===== config.mk =====
export PLATFORM = sky130hd
export DESIGN_NAME = sd_spi_byte_engine
export DESIGN_NICKNAME = d
export VERILOG_FILES = /design/src/rtl/sd_spi_byte_engine_pkg.sv /design/src/rtl/sd_spi_edge_detect.sv /design/src/rtl/sd_spi_byte_engine.sv
export SDC_FILE = /design/constraint.sdc
export NUM_CORES = 1
export LEC_CHECK = 0
export BUFFER_PORTS_ARGS = -buffer_cell sky130_fd_sc_hd__buf_4
export CAP_MARGIN = 20
export CORE_ASPECT_RATIO = 1.5
export CORE_MARGIN = 1.5
export CORE_UTILIZATION = 25
export CTS_CLUSTER_DIAMETER = 120
export DETAILED_ROUTE_END_ITERATION = 12
export GPL_TIMING_DRIVEN = 0
export PLACE_DENSITY_LB_ADDON = 0.1
export SLEW_MARGIN = 20
export SYNTH_ARGS = -nofsm -noshare
export SYNTH_HDL_FRONTEND = slang
export SYNTH_SLANG_ARGS = --single-unit

===== constraint.sdc =====
create_clock -name i_clk -period 1.8 [get_ports i_clk]
set_input_delay 0.36 -clock i_clk [delete_from_list [all_inputs] [get_ports i_clk]]
set_output_delay 0.36 -clock i_clk [all_outputs]
set_load 0.005 [all_outputs]

===== src/rtl/sd_spi_byte_engine_pkg.sv =====
// Shared definitions for the SD-card SPI byte engine.
//   spi_state_e : engine state encoding (IDLE=0, SYNC=1, SHIFT=2)
//   MosiIdle    : level driven on MOSI whenever no bit is being presented
package sd_spi_byte_engine_pkg;

  typedef enum logic [1:0] {
    StIdle  = 2'd0,
    StSync  = 2'd1,
    StShift = 2'd2
  } spi_state_e;

  localparam logic MosiIdle = 1'b1;

endpackage


===== src/rtl/sd_spi_edge_detect.sv =====
// Rise/fall strobe generator for the divided SPI clock.
//   i_clk   : system clock
//   i_rst_n : synchronous active-low reset
//   i_sclk  : divided SPI clock level, already in the i_clk domain
//   o_rise  : single-cycle strobe, i_sclk went 0->1
//   o_fall  : single-cycle strobe, i_sclk went 1->0
module sd_spi_edge_detect (
  input  logic i_clk,
  input  logic i_rst_n,
  input  logic i_sclk,
  output logic o_rise,
  output logic o_fall
);

  logic sclk_q;

  always_ff @(posedge i_clk) begin
    if (!i_rst_n) begin
      sclk_q <= 1'b0;
    end else begin
      sclk_q <= i_sclk;
    end
  end

  assign o_rise = i_sclk & ~sclk_q;
  assign o_fall = ~i_sclk & sclk_q;

endmodule


===== src/rtl/sd_spi_byte_engine.sv =====
// SPI mode-0 byte shifter for the SD-card path. Gates the divided clock to the
// card only while a byte is in flight, sends one byte MSB-first on MOSI and
// captures one byte from MISO.
//   i_clk, i_rst_n : system clock, synchronous active-low reset
//   i_sclk         : divided SPI clock level (i_clk domain)
//   i_start        : one-cycle transfer request, i_tx_byte sampled with it
//   i_cs_en        : 1 selects the card
//   i_miso         : card data out
//   o_sclk, o_mosi, o_cs_n : card pins (all registered)
//   o_busy, o_done, o_rx_byte : transfer status and received byte
// Optional feature macro: SD_SPI_BURST_EN (accept a start in the o_done cycle
// and continue straight into the next byte without an idle gap).
module sd_spi_byte_engine
  import sd_spi_byte_engine_pkg::*;
(
  input  logic       i_clk,
  input  logic       i_rst_n,
  input  logic       i_sclk,
  input  logic       i_start,
  input  logic [7:0] i_tx_byte,
  input  logic       i_cs_en,
  input  logic       i_miso,
  output logic       o_sclk,
  output logic       o_mosi,
  output logic       o_cs_n,
  output logic       o_busy,
  output logic       o_done,
  output logic [7:0] o_rx_byte
);

  spi_state_e state_q, state_d;
  logic [7:0] tx_q, tx_d;
  logic [7:0] rx_q, rx_d;
  logic [3:0] cnt_q, cnt_d;  // bit 3 is the wrap flag: set after the 8th rise
  logic       sclk_q, sclk_d;
  logic       mosi_q, mosi_d;
  logic       cs_n_q, cs_n_d;
  logic       busy_q, busy_d;
  logic       done_q, done_d;
  logic [7:0] rx_byte_q, rx_byte_d;
  logic       rise, fall;
  logic       start_ok;

  sd_spi_edge_detect u_edge (
    .i_clk  (i_clk),
    .i_rst_n(i_rst_n),
    .i_sclk (i_sclk),
    .o_rise (rise),
    .o_fall (fall)
  );

`ifdef SD_SPI_BURST_EN
  assign start_ok = i_start;
`else
  // The o_done cycle is held as an idle gap between bytes.
  assign start_ok = i_start & ~done_q;
`endif

  always_comb begin
    state_d   = state_q;
    tx_d      = tx_q;
    rx_d      = rx_q;
    cnt_d     = cnt_q;
    sclk_d    = sclk_q;
    mosi_d    = mosi_q;
    busy_d    = busy_q;
    done_d    = 1'b0;
    rx_byte_d = rx_byte_q;
    cs_n_d    = ~i_cs_en;

    unique case (state_q)
      StIdle: begin
        // busy stays high through the o_done cycle and drops after it
        busy_d = 1'b0;
        sclk_d = 1'b0;
        if (start_ok) begin
          busy_d  = 1'b1;
          tx_d    = i_tx_byte;
          state_d = StSync;
`ifdef SD_SPI_BURST_EN
          if (done_q) begin
            // The completing fall edge doubles as the sync edge for this byte.
            mosi_d  = i_tx_byte[7];
            tx_d    = {i_tx_byte[6:0], 1'b0};
            cnt_d   = 4'd0;
            state_d = StShift;
          end
`endif
        end
      end
      StSync: begin
        // Presenting bit 7 on a fall gives a half period of setup before the first rise.
        if (fall) begin
          mosi_d  = tx_q[7];
          tx_d    = {tx_q[6:0], 1'b0};
          cnt_d   = 4'd0;
          state_d = StShift;
        end
      end
      StShift: begin
        if (rise) begin
          sclk_d = 1'b1;
          rx_d   = {rx_q[6:0], i_miso};
          cnt_d  = cnt_q + 4'd1;
        end else if (fall) begin
          sclk_d = 1'b0;
          if (!cnt_q[3]) begin
            mosi_d = tx_q[7];
            tx_d   = {tx_q[6:0], 1'b0};
          end else begin
            mosi_d    = MosiIdle;
            rx_byte_d = rx_q;
            done_d    = 1'b1;
            state_d   = StIdle;
          end
        end
      end
      default: begin
        state_d = StIdle;
      end
    endcase
  end

  always_ff @(posedge i_clk) begin
    if (!i_rst_n) begin
      state_q   <= StIdle;
      tx_q      <= 8'h00;
      rx_q      <= 8'h00;
      cnt_q     <= 4'd0;
      sclk_q    <= 1'b0;
      mosi_q    <= MosiIdle;
      cs_n_q    <= 1'b1;
      busy_q    <= 1'b0;
      done_q    <= 1'b0;
      rx_byte_q <= 8'h00;
    end else begin
      state_q   <= state_d;
      tx_q      <= tx_d;
      rx_q      <= rx_d;
      cnt_q     <= cnt_d;
      sclk_q    <= sclk_d;
      mosi_q    <= mosi_d;
      cs_n_q    <= cs_n_d;
      busy_q    <= busy_d;
      done_q    <= done_d;
      rx_byte_q <= rx_byte_d;
    end
  end

  assign o_sclk    = sclk_q;
  assign o_mosi    = mosi_q;
  assign o_cs_n    = cs_n_q;
  assign o_busy    = busy_q;
  assign o_done    = done_q;
  assign o_rx_byte = rx_byte_q;

endmodule


==> summary.md <==
| Metric | Value |
|---|---|
| Req. time, crit path | `1990 ps` |
| Routability cong. | `~0.73` |
| Ports | `27` |
| Setup crit end kind | `flip-flop` |
| Worst-Skew Late Latency | `290 ps` |
| DR vias/cell | `4.56` |
| Max Used Layer | `met4` |
| Syn_nets | `200` |
| Port-buffer cells | `26` |
| 1st-pass router iterations | `4` |
| Minimum clock period | `between 1500 and 2000 ps` |
| Clk pwr share | `26.5%` |
| Register-to-Register Path Depth | `8` |
| Die H | `100 um` |
| Synth cell types | `33` |
| Final Slew Violations | `0` |
| Period utilization | `between 90% and 100%` |
| Fin cells | `about 290` |
| Nets | `about 230` |
| Area of the multi-input gates | `about 870 sq um` |
| Clock sinks | `36` |
| Int Power | `2.02 mW` |
| FF+latch count, synth | `36` |
| Mapped cell area | `between 1500 and 2000 sq um` |
| R2R setup slack | `90 ps` |
| FF+latch area | `727 sq um` |
| First-pass GRT wire length | `6.45 mm` |
| FILL cells | `665` |
| Fin util | `34.2%` |
| # DRC | `0` |
| Clock buffer depth | `2` |
| Leakage | `roughly 0.8 nW` |
| Crit path launch type | `flip-flop` |
| Peak VDD IR | `0.000595 V` |
| WL met3 | `134 um` |
| Sequential Power Share | `between 30% and 40%` |
| Fmax | `about 600 MHz` |
| Final setup margin | `92.2 ps` |
| Post-DP HPWL | `approximately 2.7 mm` |
| NetSw | `0.968 mW` |
| Worst r2r src | `state_q[0]` |
| H-tree depth | `2` |
| Met1 WL | `1.57 mm` |
| Setup TNS | `0 ps` |
| CTS clock-pin slew for the worst setup and hold paths | `80 ps` |
| Post-Syn Instances | `about 180` |
| Setup crit end | `tx_q[4]` |
| CTS tree | `done` |
| Vias | `around 1300` |
| Largest net degree at the start of global routing | `12` |
| Initial DRC count | `45` |
| Clk root buf | `clkbuf_8` |
| Global route overflow | `0` |
| Worst Tran Pin Value | `488 ps` |
| Post-synth EDFFs | `0` |
| Antenna violations before repair | `0` |
| Final setup viols | `0` |
| Dpl ws | `-203 ps` |
| Final wirelength | `3.71 mm` |
| # Max-Cap Violations | `0` |
| Syn-to-layout area delta | `32.5%` |
| Comb pwr share | `40.6%` |
| Crit Path Category | `flip-flop to flip-flop` |
| Core area | `6130 sq um` |
| GRT Util Overall | `12.4%` |
| Vias in the first global route | `1381` |
| Register area share after synthesis | `between 40% and 50%` |
| Die W | `68.0 um` |
| Arr. time, crit path | `1900 ps` |
| Outcome | `completed` |
| Share of cells above drive strength 1 | `~29%` |
| Starting density of the core | `25.8%` |
| Critical path fanouts, max | `10` |
| Critical path launch point | `state_q[0]` |
| Reg2Reg Capture Point | `tx_q[4]` |
| Skew final | `~9.6 ps` |
| Asr flop ratio synth | `0%` |
| Remaining antenna violation count | `0` |
| CTS buffer count | `5` |
| Switching part of the total | `about 32%` |
| Post-synthesis average cell area | `8.85 sq um` |
| Count of final hold-check violations | `0` |
| Worst min path class | `input port to flip-flop` |
| Die area | `slightly below 7000 sq um` |
| Relative slew slack | `around 67%` |
| Row count | `35` |
| Met2 WL | `1.95 mm` |
| Warnings, synthesis | `0` |
| # diodes | `0` |
| Power density cells | `1420 nW/um^2` |
| Unrepaired setup endpoints after global routing | `true` |
| Wire per inst | `between 10 and 15 um` |
| Dpl cells | `279` |
| Top FF cell, synth | `dfxtp_1` |
[critical path, stage by stage, from the launching register on]
cell and delay, ps:
dfxtp_4 370, inv_1 80, ha_2 240, buf_6 160
nand2_2 90, o31a_4 160, and2_4 170, buf_8 130
a211oi_1 210
[area by class of cell]
| class | count | area share, % |
|---|---|---|
| Timing Repair Buffer | 29 | 10.4 |
| Buffer | 7 | 2.15 |
| Clock buffer | 7 | 4.59 |
| Multi-Input combinational cell | 128 | 41.3 |
| Inverter | 6 | 1.07 |
| Clock inverter | 1 | 1.43 |
| Tap cell | 74 | 4.41 |
| Sequential cell | 36 | 34.6 |
[cell families after synthesis]
| group | share of synthesized area (%) |
|---|---|
| AND/OR/NAND/NOR | 19.3 |
| multiplexers | 6.32 |
| flip-flops | 45.5 |
| adder cells (fa/ha/maj) | 5.53 |
| buffers and inverters | 4.27 |
| AO/OA/AOI/OAI | 18.0 |
| XOR/XNOR | 1.11 |
[power groups by stage]
stage / combinational, mW / clock, mW / sequential [mW]
global route: 1.35 / 0.855 / 1.00
CTS: 1.16 / 0.822 / 0.971
detailed placement: 1.03 / 0 / 0.988
finish: 1.21 / 0.791 / 0.985
global placement: 1.04 / 0 / 0.991
floorplan: 0.799 / 0 / 0.973
[synthesized netlist by cell type, drive strengths merged, types with 3 or more instances]
cell type,number,area [sq um]
nand2,34,130
inv,6,22.5
nor2,8,30.0
o21ai,4,20.0
a211oi,7,57.6
buf,4,26.3
nand2b,3,18.8
nand3,9,45.0
dfxtp,36,721
clkbuf,5,18.8
ha,7,87.6
a21oi,29,145
mux2i,10,100
[repair_timing]
action / CTS / global route
cloned: 0 / 0
resized for setup: 8 / 15
pin swaps: 1 / 2
buffers inserted: 3 / 0
hold buffers: 0 / 0
setup endpoints to repair: 19 / 27
[per-stage QoR]
stage                     hold WS, ps  power (mW)  cell area, sq um
after CTS                         217        2.95              2060
after floorplan                   430        1.77              1580
after global routing              227        3.20              2100
final                             222        2.99              2100
after global placement            447        2.03              1870
after detailed placement          448        2.02              1870
[worst min path at each step]
| stage | from | end | slack (ps) | cells past startpoint |
|---|---|---|---|---|
| 3_5_place_dp | rx_q[7] | rx_q[7] | 450 | 2 |
| 5_1_grt | i_cs_en | o_cs_n | 230 | 2 |
| 4_1_cts | i_cs_en | o_cs_n | 220 | 2 |
| 3_3_place_gp | o_rx_byte[4] | o_rx_byte[4] | 450 | 2 |
| 6_report | i_cs_en | o_cs_n | 220 | 2 |
| 2_1_floorplan | i_cs_en | o_cs_n | 430 | 1 |
[registers in the layout, indices dropped and copies added, names as in the netlist]
name and count:
o_done 1, tx_q 8, o_busy 1, state_q 2
cnt_q 4, o_cs_n 1, o_rx_byte 8, o_mosi 1
rx_q 8, o_sclk 1, u_edge.sclk_q 1
[layer usage]
layer,up-vias,track usage [%]
li1,687,-
met1,593,14.6
met2,28,21.5
met3,5,3.13
met4,0,3.69
met5,-,0
[cell usage in the layout, fill, tap and decap left out, types with 2 or more instances in the layout]
cell type,n
nand2_1,33
dfxtp_1,33
a21oi_1,29
buf_4,29
mux2i_1,10
nand3_1,9
nor2_1,7
clkbuf_8,7
a211oi_1,6
clkbuf_1,4
o21ai_0,4
inv_1,3
inv_2,3
ha_2,3
xnor2_1,2
o31ai_1,2
nand2b_1,2
ha_4,2
ha_1,2
dfxtp_2,2
Note: power is estimated with default switching activity, not from simulation.
